--- config.mk ---
export PLATFORM = sky130hd
export DESIGN_NAME = pipe_ctrl
export DESIGN_NICKNAME = d
export VERILOG_FILES = /design/src/rtl/pipe_ctrl_pkg.sv /design/src/rtl/pipe_ctrl_watchdog.sv /design/src/rtl/pipe_ctrl.sv
export SDC_FILE = /design/constraint.sdc
export NUM_CORES = 1
export LEC_CHECK = 0
export BUFFER_PORTS_ARGS = -buffer_cell sky130_fd_sc_hd__buf_2
export CAP_MARGIN = 20
export CORE_UTILIZATION = 51
export CTS_CLUSTER_DIAMETER = 50
export DETAILED_ROUTE_END_ITERATION = 16
export GPL_TIMING_DRIVEN = 0
export PLACE_DENSITY = 0.8
export SETUP_SLACK_MARGIN = 0.15
export SKIP_LAST_GASP = 1
export SYNTH_ARGS = -nofsm -noshare
export SYNTH_HDL_FRONTEND = slang
export SYNTH_SLANG_ARGS = --single-unit
--- constraint.sdc ---
create_clock -name clk -period 2.5 [get_ports clk]
set_clock_uncertainty 0.1 [all_clocks]
set_input_delay 0.25 -clock clk [delete_from_list [all_inputs] [get_ports clk]]
set_output_delay 0.25 -clock clk [all_outputs]
set_load 0.005 [all_outputs]
--- src/rtl/pipe_ctrl_pkg.sv ---
// Shared definitions for the pipeline controller.
// Holds the stall encodings, the Stop/NoStop bit values, the eret exception
// code, the default exception vector, the FSM state type and small helpers.
package pipe_ctrl_pkg;

  localparam logic STOP   = 1'b1;
  localparam logic NOSTOP = 1'b0;

  // stall bit order: {WB, MEM/WB, EX/MEM, ID/EX, IF/ID, PC}
  localparam logic [5:0] STALL_NONE = {NOSTOP, NOSTOP, NOSTOP, NOSTOP, NOSTOP, NOSTOP};
  localparam logic [5:0] STALL_IF   = {NOSTOP, NOSTOP, NOSTOP, NOSTOP, STOP,   STOP};
  localparam logic [5:0] STALL_ID   = {NOSTOP, NOSTOP, NOSTOP, STOP,   STOP,   STOP};
  localparam logic [5:0] STALL_EX   = {NOSTOP, NOSTOP, STOP,   STOP,   STOP,   STOP};
  localparam logic [5:0] STALL_MEM  = {NOSTOP, STOP,   STOP,   STOP,   STOP,   STOP};

  localparam logic [31:0] EXC_ERET           = 32'h0000000e;
  localparam logic [31:0] EXC_VECTOR_DEFAULT = 32'h00000020;

  typedef enum logic [1:0] {
    ST_RUN   = 2'd0,
    ST_PEND  = 2'd1,
    ST_FLUSH = 2'd2
  } state_t;

  // Deepest requesting stage wins: it must freeze everything upstream of it.
  function automatic logic [5:0] stall_decode(input logic req_if,
                                              input logic req_id,
                                              input logic req_ex,
                                              input logic req_mem);
    if (req_mem)     return STALL_MEM;
    else if (req_ex) return STALL_EX;
    else if (req_id) return STALL_ID;
    else if (req_if) return STALL_IF;
    else             return STALL_NONE;
  endfunction

  // eret returns to the saved EPC; every other exception enters the vector.
  function automatic logic [31:0] redirect_pc(input logic [31:0] exc,
                                              input logic [31:0] epc,
                                              input logic [31:0] vec);
    return (exc == EXC_ERET) ? epc : vec;
  endfunction

endpackage

--- src/rtl/pipe_ctrl_watchdog.sv ---
// stall_watchdog: flags a pipeline that has been stalled for LIMIT
// consecutive cycles.
// Ports:
//   clk          in  rising-edge clock
//   rst          in  synchronous active-high reset
//   stall_active in  pipeline is stalled this cycle
//   clear        in  restart the count (no stall, or flush)
//   timeout      out stalled for LIMIT consecutive cycles; held until clear
module stall_watchdog #(
  parameter logic [15:0] LIMIT = 16'd1024
) (
  input  logic clk,
  input  logic rst,
  input  logic stall_active,
  input  logic clear,
  output logic timeout
);

  // Counts down from LIMIT; reaching zero is the terminal count. Sticking at
  // zero gives the saturating behaviour of an up-counter capped at LIMIT.
  logic [15:0] remain;

  always_ff @(posedge clk) begin
    if (rst) begin
      remain <= LIMIT;
    end else if (clear) begin
      remain <= LIMIT;
    end else if (stall_active && (remain != 16'd0)) begin
      remain <= remain - 16'd1;
    end
  end

  assign timeout = !rst && (remain == 16'd0);

endmodule

--- src/rtl/pipe_ctrl.sv ---
// pipe_ctrl: pipeline stall/flush controller.
// Decodes per-stage stall requests, redirects fetch on exceptions (deferring
// the flush while MEM is stalled) and watches for stalls that never end.
// Ports:
//   clk, rst                 rising-edge clock, synchronous active-high reset
//   stallreq_from_if/id/ex/mem  per-stage stall requests
//   excepttype               MEM-stage exception code (0 = none, 0xe = eret)
//   cp0_epc                  eret return address
//   stall[5:0]               per-register Stop bits (bit0 PC .. bit5 WB)
//   flush, new_pc            clear pipeline and redirect fetch to new_pc
//   stall_timeout            stall watchdog expired
//
// state | meaning
// RUN   | normal operation; unstalled exceptions flush in the same cycle
// PEND  | exception captured while MEM stalled; waiting for MEM to release
// FLUSH | one-cycle flush using the captured exception
module pipe_ctrl
  import pipe_ctrl_pkg::*;
#(
  parameter logic [31:0] EXC_VECTOR  = EXC_VECTOR_DEFAULT,
  parameter logic [15:0] STALL_LIMIT = 16'd1024
) (
  input  logic        clk,
  input  logic        rst,
  input  logic        stallreq_from_if,
  input  logic        stallreq_from_id,
  input  logic        stallreq_from_ex,
  input  logic        stallreq_from_mem,
  input  logic [31:0] excepttype,
  input  logic [31:0] cp0_epc,
  output logic [5:0]  stall,
  output logic        flush,
  output logic [31:0] new_pc,
  output logic        stall_timeout
);

  state_t      state_q, state_d;
  logic [31:0] exc_q, epc_q;
  logic        latch_en;

  always_ff @(posedge clk) begin
    if (rst) begin
      state_q <= ST_RUN;
      exc_q   <= 32'd0;
      epc_q   <= 32'd0;
    end else begin
      state_q <= state_d;
      if (latch_en) begin
        exc_q <= excepttype;
        epc_q <= cp0_epc;
      end
    end
  end

  always_comb begin
    state_d  = state_q;
    latch_en = 1'b0;
    flush    = 1'b0;
    new_pc   = 32'd0;
    stall    = stall_decode(stallreq_from_if, stallreq_from_id,
                            stallreq_from_ex, stallreq_from_mem);
    case (state_q)
      ST_RUN: begin
        if (excepttype != 32'd0) begin
          if (stallreq_from_mem) begin
            latch_en = 1'b1;
            state_d  = ST_PEND;
          end else begin
            flush  = 1'b1;
            new_pc = redirect_pc(excepttype, cp0_epc, EXC_VECTOR);
          end
        end
      end
      ST_PEND: begin
        // Later exceptions are ignored: the first one captured is the one taken.
        if (!stallreq_from_mem) state_d = ST_FLUSH;
      end
      ST_FLUSH: begin
        flush   = 1'b1;
        new_pc  = redirect_pc(exc_q, epc_q, EXC_VECTOR);
        state_d = ST_RUN;
      end
      default: state_d = ST_RUN;
    endcase
    if (flush) stall = STALL_NONE;
    if (rst) begin
      stall  = STALL_NONE;
      flush  = 1'b0;
      new_pc = 32'd0;
    end
  end

  stall_watchdog #(
    .LIMIT(STALL_LIMIT)
  ) u_watchdog (
    .clk          (clk),
    .rst          (rst),
    .stall_active (stall != STALL_NONE),
    .clear        (flush || (stall == STALL_NONE)),
    .timeout      (stall_timeout)
  );

endmodule

==> results of run 1 <==
## path summary, 6_finish.rpt
check / start / end / slack (ns)
max reg2reg: u_watchdog.remain[4]$_SDFFE_PP0P_ / u_watchdog.remain[13]$_SDFFE_PP0P_ / 0.29
min: excepttype[10] / exc_q[10]$_SDFFE_PP0P_ / 0.04
max: exc_q[10]$_SDFFE_PP0P_ / new_pc[4] / -0.01
min reg2reg: epc_q[30]$_SDFFE_PP0P_ / epc_q[30]$_SDFFE_PP0P_ / 0.36
## cells in the mapped netlist, types with 2 or more instances
library cell	number
a211oi_1	2
a21oi_1	73
a22o_1	31
and3_1	2
buf_2	9
buf_4	2
clkbuf_1	21
dfxtp_1	82
inv_1	6
mux2i_1	3
nand2_1	136
nand2b_1	3
nand3_1	4
nand4_1	5
nor2_1	18
nor3_1	10
nor4_1	16
o21ai_0	3
o31ai_1	3
or2_2	2
or3_1	6
or4_1	3
xnor2_1	2
xor2_1	3
## area by class of cell
type	count	area [sq um]
buffer	32	171
clock buffer	10	138
clock inverter	6	32.5
fill	567	2070
inverter	7	30.0
multi-input combinational	339	1910
sequential	82	1650
tap	96	120
timing repair buffer	122	672
## worst reg2reg max path, cell delays in order (launching register included)
cell and delay (ns):
dfxtp_2 0.35, or4_4 0.57, or3_1 0.31, buf_2 0.16, or4_1 0.50, a21oi_1 0.15
## timing repair
item	CTS	global route
gates resized for setup	32	14
endpoints found under the setup margin	33	101
setup buffers	9	5
gates cloned	2	0
pin swaps	27	3
## registers in the layout (all words and copies together), names as in the netlist
register	cells
u_watchdog.remain	16
exc_q	32
state_q	2
epc_q	32
## power breakdown
| group | switching, uW | leakage, uW | internal (uW) | total [uW] |
|---|---|---|---|---|
| sequential | 67.0 | 0.000674 | 1390 | 1460 |
| clock | 460 | 0.0000916 | 379 | 839 |
| combinational | 290 | 0.00127 | 227 | 518 |
## layer usage
| metal | share of wire [%] | vias up | GRT usage, % |
|---|---|---|---|
| met4 | 2.4 | 0 | 10.9 |
| met3 | 6.1 | 21 | 6.54 |
| met1 | 44 | 1715 | 33.5 |
| met5 | 0 | - | 0 |
| met2 | 48 | 127 | 40.5 |
| li1 | - | 1872 | - |
## logic make-up after synthesis
family | synth area share [%]
AOI/OAI and AO/OA | 20.9
DFF | 45.6
buffers and inverters | 4.58
and+or+nand+nor | 26.5
muxes | 0.834
xor gates and xnor gates | 1.22
other | 0.104
adders and majority gates | 0.347
## metrics by stage
step / hold WS (ns) / utilization [%] / setup WS (ns)
finish: 0.0406 / 69.5 / -0.0141
global route: 0.0341 / 69.5 / -0.131
detailed placement: 0.347 / 62.6 / -0.382
CTS: 0.0311 / 68.2 / 0.00730
floorplan: 0.286 / - / 0.323
global placement: 0.340 / 62.6 / -0.417
==> reports/qor.yml, run 1 <==
timing:
  finalWorstSetupSlack_ns: -0.0141
  tns_ns: -0.0789
  min_period_over_period_pct: 101
  worst_slew_pin_slew_ns: 0.593
  rsz0062_at_grt: "yes"
  setup_viol: 14
  final_max_slew_viol_count: 0
  max_freq_mhz: 398
  slew_headroom_pct: 59.4
  hold_violations: 0
  fin_crit_ns: 2.51
worst_setup_path:
  crit_path_start_kind: "flip-flop"
  worstPathMaxFanout: 5
  crit_arrival_ns: 2.16
  critPathMaxStageDelay_ns: 0.34
  crit_path_cell_trace: "nor4_4 -> nand4_1 -> nor3_2 -> nor3b_4 -> buf_6 -> clkbuf_8 -> a22o_1 -> buf_2"
  crit_cells: 8
  r2r.worst_path.cells: 5
  crit_buf_inv: 3
  worstPathRequired_ns: 2.15
  end_kind: "output pin"
  critPathSlowestCell: "dfxtp_2"
  critPathTopFamily: "simple AND/OR/NAND/NOR gates"
  worst-setup-path-type: "flip-flop to output pin"
floorplan:
  initial_utilization_pct: 53.0
  row_count: 30
  die-area_sq_um: 7400
  die_w_um: 86.0
  die_h_um: 86.0
  core-area_sq_um: 6790
  ios: 110
cts:
  cts.sinks: 82
  clk_pin_slew_ns: 0.08
  root_buffer: "clkbuf_8"
  clk_path_buf_depth: 2
  cts_max_level: 3
  cts_tree: "built"
  ctsHoldBuffers: 0
  worst_skew_pair.late_latency_ns: 0.35
  cts_buffers: 9
grt:
  grt_remaining_overflow: 0
  grt_antenna_before_repair: 0
  grt_pass1_wl_mm: 14.9
  grt_max_degree: 14
  track_usage_pct: 25.7
  grt_pass1_vias: 3243
drt:
  route.detailed.drc: 0
  wl_per_cell_um: 13.9
  first_pass_iters: 4
  vias: 3735
  viasPerCell: 5.38
  ant_nets: 0
  drt-total-wl_mm: 9.67
  drtIter0Drc: 267
synth:
  ys_seq_area_share_pct: 45.6
  syn_nets: 531
  yosysWarnings: 0
  synth-main-ff-cell: "dfxtp_1"
  yosysTopAreaCell: "dfxtp_1"
  syn_area_sq_um: 3600
  syn-instance-count: 460
  ys_types: 39
  ys_ff_latch: 82
  ys_top_cells_by_area: "dfxtp_1 (46%), nand2_1 (14%), a21oi_1 (10%)"
  synth-edff-count: 0
  async_flop_share_pct: 0
  synth_area_per_cell_sq_um: 7.83
  synth_top_area_share_pct: 45.6
placed_design:
  hpwl_mm: 6.66
  port_buffers: 106
  gp_congestion: 0.834
  dp.cells: 662
  placed_cell_area_sq_um: 4250
final_layout:
  mostFrequentLayoutCells: "nand2_1 (134), buf_2 (114), dfxtp_1 (79)"
  stdcell_area_sq_um: 4720
  nets: 664
  layout-drive-gt1-share_pct: 29.8
  syn2layout_area_growth_pct: 31.0
  antennaDiodeCount: 0
  final_common_cell: "nand2_1"
  final_cells: 694
run_status:
  violations: "setup timing"
  run_status: "finished, violations left"
hold_path:
  hold_class: "input port to flip-flop"
  worstHoldPathCells: 3
power:
  p_per_area_nw_per_um2: 597
  p_leak_uw: 0.00203
  power.total_uw: 2820
  peakVddDrop_mv: 0.362
flow_run:
  cap_viol_max_count: 0
No activity file was read; power rests on OpenSTA's default activity.
==> run 2, diff against run 1 <==
CORE_ASPECT_RATIO = 2   (was not set)
==> run 2 against run 1 <==
Compared with the run above:
- the run still ends with setup timing left
- register-to-register slack worse by 0.02 ns
- die area rose by 0.28%
- fmax shrank 3.9%
- via count grew 3.9%
- largest cell class unchanged
==> reports/qor.yml, run 2 (synthesized netlist as in run 1, its figures left out) <==
worst_setup_path:
  crit_path_start_kind: "flip-flop"
  worstPathMaxFanout: 10  # +5
  critPathSlowestCell: "nor4_4"
  worst-setup-path-type: "flip-flop to output pin"
  reg2reg_slack_ns: 0.27  # -0.02 ns
  critPathMaxStageDelay_ns: 0.34  # about the same
  crit_path_cell_trace: "nor4_4 -> nand4_1 -> nor3_2 -> nor3b_4 -> buf_6 -> buf_8 -> a22o_1 -> buf_2"
  end_kind: "output pin"
  crit_arrival_ns: 2.27  # +0.11 ns
  worstPathRequired_ns: 2.15  # about the same
power:
  peakVddDrop_mv: 0.571  # +58%
  power.total_uw: 3440  # +22%
  p_leak_uw: 0.00215  # +5.6%
  p_per_area_nw_per_um2: 698  # +17%
floorplan:
  row_count: 43  # +43%
  die-area_sq_um: 7420  # +0.28%
  die_h_um: 121  # +40%
  ios: 110  # unchanged
  core-area_sq_um: 6890  # +1.4%
  initial_utilization_pct: 52.3  # -0.71 points
  die_w_um: 61.4  # -29%
timing:
  final_max_slew_viol_count: 0  # unchanged
  slew_headroom_pct: 62.2  # +2.8 points
  min_period_over_period_pct: 105  # +4.1 points
  max_freq_mhz: 382  # -3.9%
  finalWorstSetupSlack_ns: -0.117  # -0.103 ns
  fin_crit_ns: 2.62  # +0.103 ns
  worst_slew_pin_slew_ns: 0.562  # -0.0313 ns
  setup_viol: 27  # +13
  tns_ns: -1.29  # -1.21 ns
  hold_violations: 0  # unchanged
  rsz0062_at_grt: "yes"
final_layout:
  seq_area_sq_um: 1650  # +0.23%
  final_common_cell: "nand2_1"
  fill_cells: 587  # +3.5%
  mostFrequentLayoutCells: "nand2_1 (134), buf_2 (116), dfxtp_1 (76)"
  syn2layout_area_growth_pct: 37.0
  multi_input_area_sq_um: 1940  # +1.9%
  nets: 666  # +0.30%
  largestRegisters: "epc_q: 32 flops, exc_q: 32 flops, u_watchdog.remain: 16 flops"
  layout-drive-gt1-share_pct: 31.7  # +1.9 points
  antennaDiodeCount: 0  # unchanged
placed_design:
  gp_congestion: 0.880  # +5.5%
  port_buffers: 106  # unchanged
  hpwl_mm: 7.23  # +8.6%
grt:
  use_met3_pct: 6.08  # -0.47 points
  busiest_layer: "met2"
  grt_pass1_wl_mm: 16.2  # +8.6%
  grt_util_met2_pct: 55.2  # +15 points
  grt_antenna_before_repair: 0  # unchanged
  track_usage_pct: 29.7  # +3.9 points
  grt_remaining_overflow: 0  # unchanged
  grt_max_degree: 14  # unchanged
  grt_pass1_vias: 3634  # +12%
  use_met1_pct: 27.9  # -5.6 points
cts:
  cts.sinks: 82  # unchanged
  cts_tree: "built"
  cts_buffers: 9  # unchanged
  ctsHoldBuffers: 0  # unchanged
  clk_pin_slew_ns: 0.06  # -0.02 ns
  worst_skew_pair.late_latency_ns: 0.33  # -0.02 ns
  root_buffer: "clkbuf_16"
  cts_max_level: 3  # unchanged
  clk_path_buf_depth: 2  # unchanged
drt:
  wl_per_cell_um: 15.7  # +13%
  first_pass_iters: 4  # unchanged
  viasPerCell: 5.62  # +4.5%
  drt-total-wl_mm: 10.8  # +12%
  route.detailed.drc: 0  # unchanged
  drtIter0Drc: 260  # -2.6%
  ant_nets: 0  # unchanged
  vias: 3879  # +3.9%
run_status:
  run_status: "finished, violations left"
  violations: "setup timing"
flow_run:
  cap_viol_max_count: 0  # unchanged
hold_path:
  hold_class: "input port to flip-flop"
## run 2: changes by cell type in the layout (fill, tap and decap cells not counted), sizes merged
cell / change
buf: +5
bufinv: +2
clkbuf: -1
clkinv: -3
clkinvlp: -1
## run 2: worst max-delay path: cells and delay by family, from the launching register on
family                 cells  cell delay (ns)
and+or+nand+nor            4             1.00
buffers and inverters      3             0.43
AOI/OAI and AO/OA          1             0.18
DFF                        1             0.33
## run 2: layout make-up
class                           count  share of cell area, %
Clock inverter                      4                   1.50
Inverter                            7                  0.609
Timing Repair Buffer              124                   13.9
Sequential cell                    82                   33.5
Clock buffer                       12                   5.20
Buffer                             32                   3.60
Tap cell                           90                   2.28
Multi-Input combinational cell    339                   39.4
## run 2: worst paths after layout
check                                                        from                            endpoint  cells after the start
worst max-delay path                       exc_q[10]$_SDFFE_PP0P_                          new_pc[19]                      8
worst min-delay path                                  cp0_epc[11]              epc_q[11]$_SDFFE_PP0P_                      3
worst max register to register  u_watchdog.remain[5]$_SDFFE_PP0P_  u_watchdog.remain[15]$_SDFFE_PP0P_                      5
worst min register to register              epc_q[5]$_SDFFE_PP0P_               epc_q[5]$_SDFFE_PP0P_                      2
## run 2: what timing repair did
action,in CTS,in global routing
endpoints found under the setup margin,92,99
gates resized for setup,34,31
pin swaps,18,16
setup buffers,11,5
cloned,2,0
## run 2: routing by layer
layer	routed length, um	part of all wire (%)
met1	3820	35
met2	5910	54
met3	608	5.6
met4	504	4.7
met5	0	0
## run 2: per-stage QoR
| stage | cells | cell area [sq um] | worst slack [ns] | utilization [%] | hold slack (ns) |
|---|---|---|---|---|---|
| after floorplan | 460 | 3600 | 0.323 | - | 0.286 |
| after global placement | 656 | 4250 | -0.628 | 61.6 | 0.340 |
| after detailed placement | 656 | 4250 | -0.619 | 61.6 | 0.348 |
| after CTS | 685 | 4820 | -0.00157 | 70.1 | 0.0541 |
| after global routing | 690 | 4930 | -0.179 | 71.6 | 0.0603 |
| final | 690 | 4930 | -0.117 | 71.6 | 0.0653 |
## run 2: report_power, final
group          internal, uW  switching, uW  leakage [uW]  total, uW
registers              1400           76.4      0.000675       1470
clock network           929            502      0.000163       1430
logic                   233            306       0.00131        539
total                  2560            884       0.00215       3440
